==> src/rtl/beep_mixer.sv <==
// beep_mixer: drives the single speaker pin from one BGM square wave and
// SFX_N one-shot effect square waves.
//
// An active effect ducks the BGM, and effects have a fixed priority: index 0
// is the highest. A source change is deferred until the output is low, so the
// speaker never sees a clipped pulse. Mute and a 4-level volume are applied
// by PWM gating of the selected source.
//
// Optional feature: define BEEP_MIXER_FADE_EN to fade the volume in on every
// entry to BGM. The volume starts silent and rises one level every FADE_STEP
// cycles until it reaches vol. When the macro is not defined, the effective
// volume follows vol at once and no fade counter is built.
//
// Ports:
//   clk         system clock
//   rst         synchronous, active-high reset
//   gamemode    game state; selects a BGM_MASK bit
//   bgm_beep    BGM square wave
//   sfx_beep    effect square waves, one per source
//   sfx_req     one-cycle start pulses, one per source
//   mute        1 -> speaker silent; arbitration is unaffected
//   vol         volume 0..3
//   beep_out    registered speaker drive
//   sfx_busy    1 while in SFX or while switching towards an effect
//   active_src  0 = none, 1 = BGM, 2+i = effect i
module beep_mixer #(
  parameter int         SFX_N      = 2,
  parameter int         SFX_HOLD   = 25_000_000,
  parameter int         SW_TIMEOUT = 1_000_000,
  parameter logic [3:0] BGM_MASK   = 4'b0001
`ifdef BEEP_MIXER_FADE_EN
  , parameter int       FADE_STEP  = 6_250_000
`endif
) (
  input  logic             clk,
  input  logic             rst,
  input  logic [1:0]       gamemode,
  input  logic             bgm_beep,
  input  logic [SFX_N-1:0] sfx_beep,
  input  logic [SFX_N-1:0] sfx_req,
  input  logic             mute,
  input  logic [1:0]       vol,
  output logic             beep_out,
  output logic             sfx_busy,
  output logic [2:0]       active_src
);

  localparam int HOLD_W = $clog2(SFX_HOLD + 1);
  localparam int TO_W   = $clog2(SW_TIMEOUT + 1);

  typedef enum logic [1:0] {
    ST_IDLE,
    ST_BGM,
    ST_SWITCH,
    ST_SFX
  } state_t;

  state_t            state;
  logic [1:0]        sel;
  logic              tgt_none;
  logic [1:0]        tgt_idx;
  logic [HOLD_W-1:0] hold;
  logic [TO_W-1:0]   timeout;
  logic [3:0]        pwm_cnt;
  // Unmuted output level. The low-level switch condition is taken from this
  // register rather than from beep_out, so that mute never changes when a
  // state change happens.
  logic              raw_level;

  logic       req_any;
  logic [1:0] req_idx;
  logic       bgm_ok;
  logic       src;
  logic       retarget;
  logic       next_none;
  logic [1:0] next_idx;
  logic [2:0] vol_level;
  logic [4:0] duty;
  logic       gate;

  assign req_any = |sfx_req;
  assign bgm_ok  = BGM_MASK[gamemode];

  // Lowest set request index wins; the other simultaneous requests are dropped.
  always_comb begin
    req_idx = '0;
    for (int i = SFX_N - 1; i >= 0; i--) begin
      if (sfx_req[i]) req_idx = 2'(i);
    end
  end

  // The registered active_src names the source that currently drives the
  // output. During SWITCH it still names the previous source.
  always_comb begin
    src = 1'b0;
    if (active_src == 3'd1) src = bgm_beep;
    for (int i = 0; i < SFX_N; i++) begin
      if (active_src == 3'(i + 2)) src = sfx_beep[i];
    end
  end

  // A request that arrives during SWITCH re-targets the switch when its index
  // is lower than the pending target. A pending "none" target counts as the
  // lowest priority.
  assign retarget  = req_any && (tgt_none || (req_idx < tgt_idx));
  assign next_none = retarget ? 1'b0 : tgt_none;
  assign next_idx  = retarget ? req_idx : tgt_idx;

`ifdef BEEP_MIXER_FADE_EN
  localparam int FADE_W = $clog2(FADE_STEP + 1);

  logic [2:0]        fade_level;
  logic [FADE_W-1:0] fade_cnt;
  logic [2:0]        vol_cap;
  logic              enter_bgm;

  assign vol_cap   = 3'(vol) + 3'd1;
  assign enter_bgm = (state == ST_IDLE) && !req_any && bgm_ok;

  // Fade level 0 is silent. Level k plays at volume k-1. The level climbs
  // only while it is below vol+1, so a raised vol resumes the ramp instead
  // of jumping to the new level.
  always_ff @(posedge clk) begin
    if (rst) begin
      fade_level <= '0;
      fade_cnt   <= '0;
    end else if (enter_bgm) begin
      fade_level <= '0;
      fade_cnt   <= '0;
    end else if (fade_level < vol_cap) begin
      if (fade_cnt == FADE_W'(FADE_STEP - 1)) begin
        fade_cnt   <= '0;
        fade_level <= fade_level + 3'd1;
      end else begin
        fade_cnt <= fade_cnt + 1'b1;
      end
    end
  end

  // The fade applies only while BGM is the driving source.
  always_comb begin
    vol_level = vol_cap;
    if (active_src == 3'd1 && fade_level < vol_cap) vol_level = fade_level;
  end
`else
  always_comb begin
    vol_level = 3'(vol) + 3'd1;
  end
`endif

  // Map the volume level to a PWM duty out of 16. Level 0 exists only while
  // a fade is in progress.
  always_comb begin
    case (vol_level)
      3'd0:    duty = 5'd0;
      3'd1:    duty = 5'd1;
      3'd2:    duty = 5'd4;
      3'd3:    duty = 5'd8;
      default: duty = 5'd16;
    endcase
  end

  assign gate = {1'b0, pwm_cnt} < duty;

  // Source arbitration FSM and registered outputs.
  always_ff @(posedge clk) begin
    if (rst) begin
      state      <= ST_IDLE;
      sel        <= '0;
      tgt_none   <= 1'b1;
      tgt_idx    <= '0;
      hold       <= '0;
      timeout    <= '0;
      pwm_cnt    <= '0;
      raw_level  <= 1'b0;
      beep_out   <= 1'b0;
      sfx_busy   <= 1'b0;
      active_src <= 3'd0;
    end else begin
      pwm_cnt   <= pwm_cnt + 4'd1;
      raw_level <= src & gate;
      beep_out  <= !mute & src & gate;

      case (state)
        ST_IDLE: begin
          if (req_any) begin
            state    <= ST_SWITCH;
            tgt_none <= 1'b0;
            tgt_idx  <= req_idx;
            timeout  <= '0;
            sfx_busy <= 1'b1;
          end else if (bgm_ok) begin
            state      <= ST_BGM;
            active_src <= 3'd1;
          end
        end

        ST_BGM: begin
          if (req_any) begin
            state    <= ST_SWITCH;
            tgt_none <= 1'b0;
            tgt_idx  <= req_idx;
            timeout  <= '0;
            sfx_busy <= 1'b1;
          end else if (!bgm_ok) begin
            state    <= ST_SWITCH;
            tgt_none <= 1'b1;
            timeout  <= '0;
          end
        end

        ST_SWITCH: begin
          if (!raw_level || timeout == TO_W'(SW_TIMEOUT - 1)) begin
            if (next_none) begin
              state      <= ST_IDLE;
              active_src <= 3'd0;
              sfx_busy   <= 1'b0;
            end else begin
              state      <= ST_SFX;
              sel        <= next_idx;
              hold       <= HOLD_W'(SFX_HOLD - 1);
              active_src <= 3'd2 + 3'(next_idx);
              sfx_busy   <= 1'b1;
            end
          end else begin
            timeout  <= timeout + 1'b1;
            tgt_none <= next_none;
            tgt_idx  <= next_idx;
            sfx_busy <= !next_none;
          end
        end

        ST_SFX: begin
          if (req_any && req_idx < sel) begin
            // A higher-priority effect preempts the current one.
            state    <= ST_SWITCH;
            tgt_none <= 1'b0;
            tgt_idx  <= req_idx;
            timeout  <= '0;
          end else if (req_any && req_idx == sel) begin
            // A retrigger of the same effect reloads the hold counter.
            hold <= HOLD_W'(SFX_HOLD - 1);
          end else if (hold == '0) begin
            state    <= ST_SWITCH;
            tgt_none <= 1'b1;
            timeout  <= '0;
            sfx_busy <= 1'b0;
          end else begin
            hold <= hold - 1'b1;
          end
        end

        default: begin
          state <= ST_IDLE;
        end
      endcase
    end
  end

endmodule
==> config.mk <==
export PLATFORM = sky130hd
export DESIGN_NAME = beep_mixer
export DESIGN_NICKNAME = d
export VERILOG_FILES = /design/src/rtl/beep_mixer.sv
export SDC_FILE = /design/constraint.sdc
export NUM_CORES = 1
export LEC_CHECK = 0
export ABC_CLOCK_PERIOD_IN_PS = 2900
export BUFFER_PORTS_ARGS = -buffer_cell sky130_fd_sc_hd__buf_2
export CORE_MARGIN = 3
export CORE_UTILIZATION = 55
export DETAILED_ROUTE_END_ITERATION = 10
export HOLD_SLACK_MARGIN = 0.06
export PLACE_DENSITY = 0.72
export SLEW_MARGIN = 20
export SYNTH_ARGS = -nofsm -noshare
export SYNTH_HDL_FRONTEND = slang
export SYNTH_SLANG_ARGS = --single-unit
export TNS_END_PERCENT = 50
==> constraint.sdc <==
create_clock -name clk -period 2.9 [get_ports clk]
set_clock_uncertainty 0.05 [all_clocks]
set_input_delay 0.58 -clock clk [delete_from_list [all_inputs] [get_ports clk]]
set_output_delay 0.58 -clock clk [all_outputs]
set_load 0.005 [all_outputs]
---- Word-level counts from Yosys, hierarchy flattened ----
Cells that the tools add are included.
storage, ports and cells
  register bits after elaboration ......... 62
  bits in latches ......................... 0
  memory bits (writable) .................. 0
  bits in read-only memories .............. 0
  input bits .............................. 12
  output and inout bits ................... 5
  word-level logic and storage cells ...... 131
  memories kept ........................... 0
cells by class
  add/subtract/negate cells ............... 5
  multipliers ............................. 0
  divide/modulo/power cells ............... 0
  order comparisons ....................... 4
  equality and inequality tests ........... 27
  shift-type cells ........................ 0
  muxes and demuxes ....................... 58
  bitwise logic cells ..................... 4
  reductions and logical operators ........ 22
operators with widths
  cell                                                                    number
  20-bit two-way mux                                                      7
  25-bit two-way mux                                                      5
  20-bit one-hot mux with 4 select lines                                  1
  25-bit one-hot mux with 2 select lines                                  1
  2-bit two-way mux                                                       14
  25-bit zero test                                                        1
  25-bit by 1-bit subtractor with 25-bit output (second input constant)   1
  20-bit by 1-bit adder with 20-bit output (second input constant)        1
  20-bit equality test (second input constant)                            1
  2-bit != test (second input constant)                                   10
  5-bit one-hot mux with 4 select lines                                   1
  1-bit two-way mux                                                       19
  3-bit != test (second input constant)                                   5
  5-bit AND reduction                                                     3
  3-bit by 2-bit equality test with 1-bit output (second input constant)  4
  3-bit two-way mux                                                       4
  2-bit one-hot mux with 4 select lines                                   1
  4-bit AND reduction                                                     2
  3-bit by 1-bit equality test with 1-bit output (second input constant)  2
  2-bit one-hot mux with 3 select lines                                   1
  3-bit one-hot mux with 2 select lines                                   1
  3-bit AND reduction                                                     2
  4-bit by 5-bit less-than comparator with 1-bit output                   1
  4-bit by 1-bit adder with 4-bit output (second input constant)          1
  20 further kinds                                                        31

---- Logic depth before layout (Yosys ltp) ----
  depth after elaboration ................. 10
  gate-level depth with buffers ........... 10
  mapped depth without buffers ............ 8

---- Worst setup path after synthesis ----
Ideal clock, no wire load.
  path type ............................... input -> register
  start point ............................. input port sfx_req[0]
  end point ............................... register hold[13]
  setup time .............................. 70 ps
  arrival time ............................ 2305 ps
  required time ........................... 2780 ps
  setup slack ............................. 474 ps
  cell stages on the path ................. 9
  buffers on the path ..................... 1
  path through ............................ nand2b_1 > ha_1 > o22a_1 > clkbuf_1 > nand2_1 > o211ai_1 > a211o_1 > a211o_1 > a21oi_1
between the ends
  longest elaborated chain between the ends .. 7
  elaborated cells between the ends (all ways) .. 17
  those cells by class .................... 2 x order compare; 4 x eq/ne; 5 x mux; 6 x reduce/logical
ends and longest elaborated chain
  element                        RTL line  RTL
  start: declaration             40        input logic [SFX_N-1:0] sfx_req,
  2-bit two-way mux              88        if (sfx_req[i]) req_idx = 2'(i);
  2-bit less-than comparator     105       assign retarget = req_any && (tgt_none || (req_idx < tgt_idx));
  1-bit logical OR               105
  1-bit logical AND              105
  1-bit two-way mux              106       assign next_none = retarget ? 1'b0 : tgt_none;
  2-bit != test (no line)        -
  5-bit AND reduction (no line)  -
  end signal: assignment         221       hold <= HOLD_W'(SFX_HOLD - 1);
  end signal: assignment         242       hold <= HOLD_W'(SFX_HOLD - 1);
  end signal: assignment         249       hold <= hold - 1'b1;
  end: declaration               62        logic [HOLD_W-1:0] hold;
Several ways; a longest one is shown, not always the timed one. The select of a mux whose other input is x is not followed.
A chain may end at the register's enable or synchronous reset.

---- Worst setup path after layout ----
  start point ............................. register hold[0]
  end point ............................... register hold[1]
between the ends
  longest elaborated chain between the ends .. 5
  elaborated cells between the ends (all ways) .. 8
  those cells by class .................... 1 x add/sub; 1 x eq/ne; 4 x mux; 2 x reduce/logical
ends and longest elaborated chain
  element                                        RTL line  RTL
  25-bit by 1-bit subtractor with 25-bit output  249
  25-bit two-way mux                             243       end else if (hold == '0) begin
  25-bit two-way mux                             240       end else if (req_any && req_idx == sel) begin
  25-bit two-way mux                             234       if (req_any && req_idx < sel) begin
  25-bit one-hot mux with 2 select lines         184       case (state)
Several ways; a longest one is shown, not always the timed one. The select of a mux whose other input is x is not followed.

==> flow_metrics.py <==
metrics = {
    "cts": {
        "clk_path_buf_depth": 2,
        "postCtsSetupBuffers": 0,
        "numCtsBuffers": 9,
        "insertion_delay_ns": 0.34,
        "cts.clk_slew.worst_paths_ns": 0.07,
        "cts_root_buffer": "clkbuf_8",
        "cts_tree": "yes",
        "cts_htree_levels": 3,
        "cts_sinks": 62,
        "cts_resized": 0,
        "ctsHoldBuffers": 0,
    },
    "floorplan": {
        "die_area_um2": 7320,
        "die_w_um": 85.6,
        "die_h_um": 85.6,
        "rows": 28,
        "initial_utilization_pct": 57.8,
        "io_pins": 17,
        "coreArea_um2": 6030,
    },
    "logic_synthesis": {
        "syn_inst": 434,
        "synth_seq_cells": 62,
        "synth_edf_count": 0,
        "ys.flop_type": "dfxtp_1",
        "syn_area_um2": 3480,
        "ys_seq_area_share_pct": 35.6,
        "async_flop_share_pct": 0,
        "ys_types": 69,
        "synth_area_per_cell_um2": 8.03,
        "yosys_warnings": 0,
        "synthesis.nets": 453,
    },
    "setup_path": {
        "ff2ff_setup_slack_ns": 0.39,
        "required_ns": 3.08,
        "worst_ep_arrival_time_ns": 2.69,
        "critical_path_class": "register to register",
        "reg2reg_to": "hold[1]",
        "critPathLaunchType": "register",
        "crit_path_max_fanout": 9,
        "timing.rr.start": "hold[0]",
        "end_kind": "register",
        "rr_worst_depth": 8,
    },
    "drt": {
        "totalWireLength_mm": 8.76,
        "drc": 0,
        "viasPerCell": 6.48,
        "first_iter_violations": 289,
        "ant_nets": 0,
        "wl_per_cell_um": 16.5,
        "num_vias": 3435,
        "first_pass_iters": 5,
    },
    "global_route": {
        "busiest_layer": "met2",
        "grt_pass1_wl_mm": 14.7,
        "met1_usage_pct": 32.3,
        "grt_pass1_vias": 3154,
        "antenna_found_initial": 0,
        "grtUsageMet2_pct": 40.8,
        "grt_max_degree": 33,
        "met3_usage_pct": 4.90,
        "grt.overflow.total": 0,
        "grt_use_total_pct": 24.6,
    },
    "timing": {
        "clock.fmax_ghz": 0.398,
        "timing.final.crit_share_pct": 86.6,
        "slew_violations": 0,
        "final.setup.worst_slack_ns": 0.388,
        "setup_viol_count_final": 0,
        "rsz0062_at_grt": "false",
        "fin_tns_setup_ns": 0,
        "worst_pin_slew_ns": 0.722,
        "fin_crit_ns": 2.51,
        "relSlewSlack_pct": 50.6,
        "final_hold_viol_count": 0,
    },
    "layout": {
        "nNetsFinal": 471,
        "area_growth_pct": 9.59,
        "drive_gt1_share_pct": 13.6,
        "n_fill_cell": 533,
        "final_area_um2": 3820,
        "utilization_pct": 63.4,
        "insertedDiodeCount": 0,
    },
    "flow_run": {
        "cap_violations": 0,
    },
    "placed_design": {
        "io_buffers": 16,
        "gp_congestion": 0.923,
        "dp_slack_ns": 0.251,
        "dpl-instance-area_um2": 3660,
        "dp_hpwl_mm": 6.02,
    },
    "min_path": {
        "holdCritStartpoint": "mute",
        "hp-class": "input pin to register",
        "min_to": "beep_out",
        "holdPathStages": 2,
    },
    "power": {
        "ir_drop_v": 0.000313,
        "p_leak_nw": 1.36,
        "p_total_mw": 1.96,
        "powerDensity_nw_per_um2": 512,
    },
    "status": {
        "status": "completed",
    },
}
[worst max-delay path by stage]
stage,start,end,slack [ns],depth (start not counted)
3_5_place_dp,sfx_req[0],tgt_none,0.25,10
4_1_cts,hold[0],hold[1],0.37,8
6_report,hold[0],hold[1],0.39,8
5_1_grt,hold[0],hold[2],0.20,8
2_1_floorplan,sfx_req[0],hold[13],0.47,9
3_3_place_gp,sfx_req[0],tgt_none,0.30,10
[synth_stat cells, drive strengths merged, types with 3 or more instances]
library cell,number,area share [%]
nor2b,4,0.72
o41ai,3,0.75
o31ai,13,2.8
or4,5,1.2
nand3,21,3.2
ha,7,2.5
a211o,4,1.0
nor2,38,4.1
nand2,39,4.2
nand4,5,0.90
nor4,8,1.6
a21o,4,0.86
a311oi,5,1.3
a211oi,10,2.5
nand2b,7,1.3
or2,3,0.54
o211ai,8,2.7
a31o,3,0.75
nor4b,3,0.93
o21ai,29,4.3
and4,4,1.0
inv,8,0.86
buf,10,1.8
clkbuf,13,1.4
dfxtp,62,36
a21oi,36,5.3
a31oi,13,2.3
and2,5,0.90
and3,5,0.90
or3,8,1.4
nor3,24,3.6
[routing by layer]
layer	vias up	wire length (µm)
met5	-	0
met2	92	4290
li1	1680	-
met3	17	332
met1	1646	4010
met4	0	125
[cell families after synthesis]
logic type	count (synthesis)	share of synthesized area (%)
buf+inv	31	4.09
simple gates	186	28.2
xor+xnor	2	0.503
mux	2	0.611
fa+ha+maj	7	2.51
compound gates	144	28.5
flops	62	35.6
[layout make-up]
class / count / area (µm²) / share of cell area, %
well taps: 75 / 93.8 / 2.46
inverters: 8 / 30.0 / 0.787
flip-flops and latches: 62 / 1240 / 32.5
repair buffers: 30 / 198 / 5.18
multi-input cells: 341 / 2100 / 55.0
clock inverters: 2 / 10.0 / 0.262
clock buffers: 12 / 145 / 3.80
[registers in the layout, indices dropped and copies added, names as in the netlist]
name,flops
active_src,3
beep_out,1
hold,25
pwm_cnt,4
raw_level,1
sel,2
sfx_busy,1
state,2
tgt_idx,2
tgt_none,1
timeout,20
[worst max-delay path: stages, from the launching register on]
cell and delay (ns):
dfxtp_1 0.32, inv_1 0.12, ha_1 0.16, or4b_1 0.46, nor3_1 0.23, and2_1 0.44, nor3_2 0.18, buf_4 0.19
a221oi_1 0.26
[cell usage in the layout, fill, tap and decap left out, drive strengths merged, types with 2 or more instances in the layout]
master	netlist	final
and4	4	4
nor2	38	38
o41ai	3	3
nor2b	4	4
nor4	8	8
a31oi	13	13
nor3	24	24
inv	8	8
a22o	2	2
nand3b	2	2
nand4	5	5
and3	5	5
clkbuf	13	12
or3	8	8
nand2	39	39
o211ai	8	8
o21ai	29	29
a211oi	10	10
o31ai	13	13
clkinv	0	2
dfxtp	62	62
nand2b	7	7
buf	10	30
a21oi	36	36
a211o	4	4
nor4b	3	3
a21o	4	4
and2	5	5
a21boi	2	2
a311oi	5	5
o22ai	2	2
a31o	3	3
a221oi	2	2
or2	3	3
or4	5	5
nand3	21	21
ha	7	7
[where the power goes]
| group | switching [mW] | leakage [nW] | total [mW] | internal (mW) |
|---|---|---|---|---|
| Combinational | 0.222 | 0.776 | 0.365 | 0.143 |
| Sequential | 0.0542 | 0.507 | 0.950 | 0.896 |
| Clock | 0.319 | 0.0821 | 0.641 | 0.322 |
[per-stage QoR]
| step | hold slack (ns) | cells |
|---|---|---|
| after detailed placement | 0.408 | 516 |
| after floorplan | 0.378 | 434 |
| final | 0.347 | 530 |
| after global placement | 0.385 | 516 |
| after CTS | 0.339 | 530 |
| after global routing | 0.327 | 530 |
No activity file was read; power rests on OpenSTA's default activity.
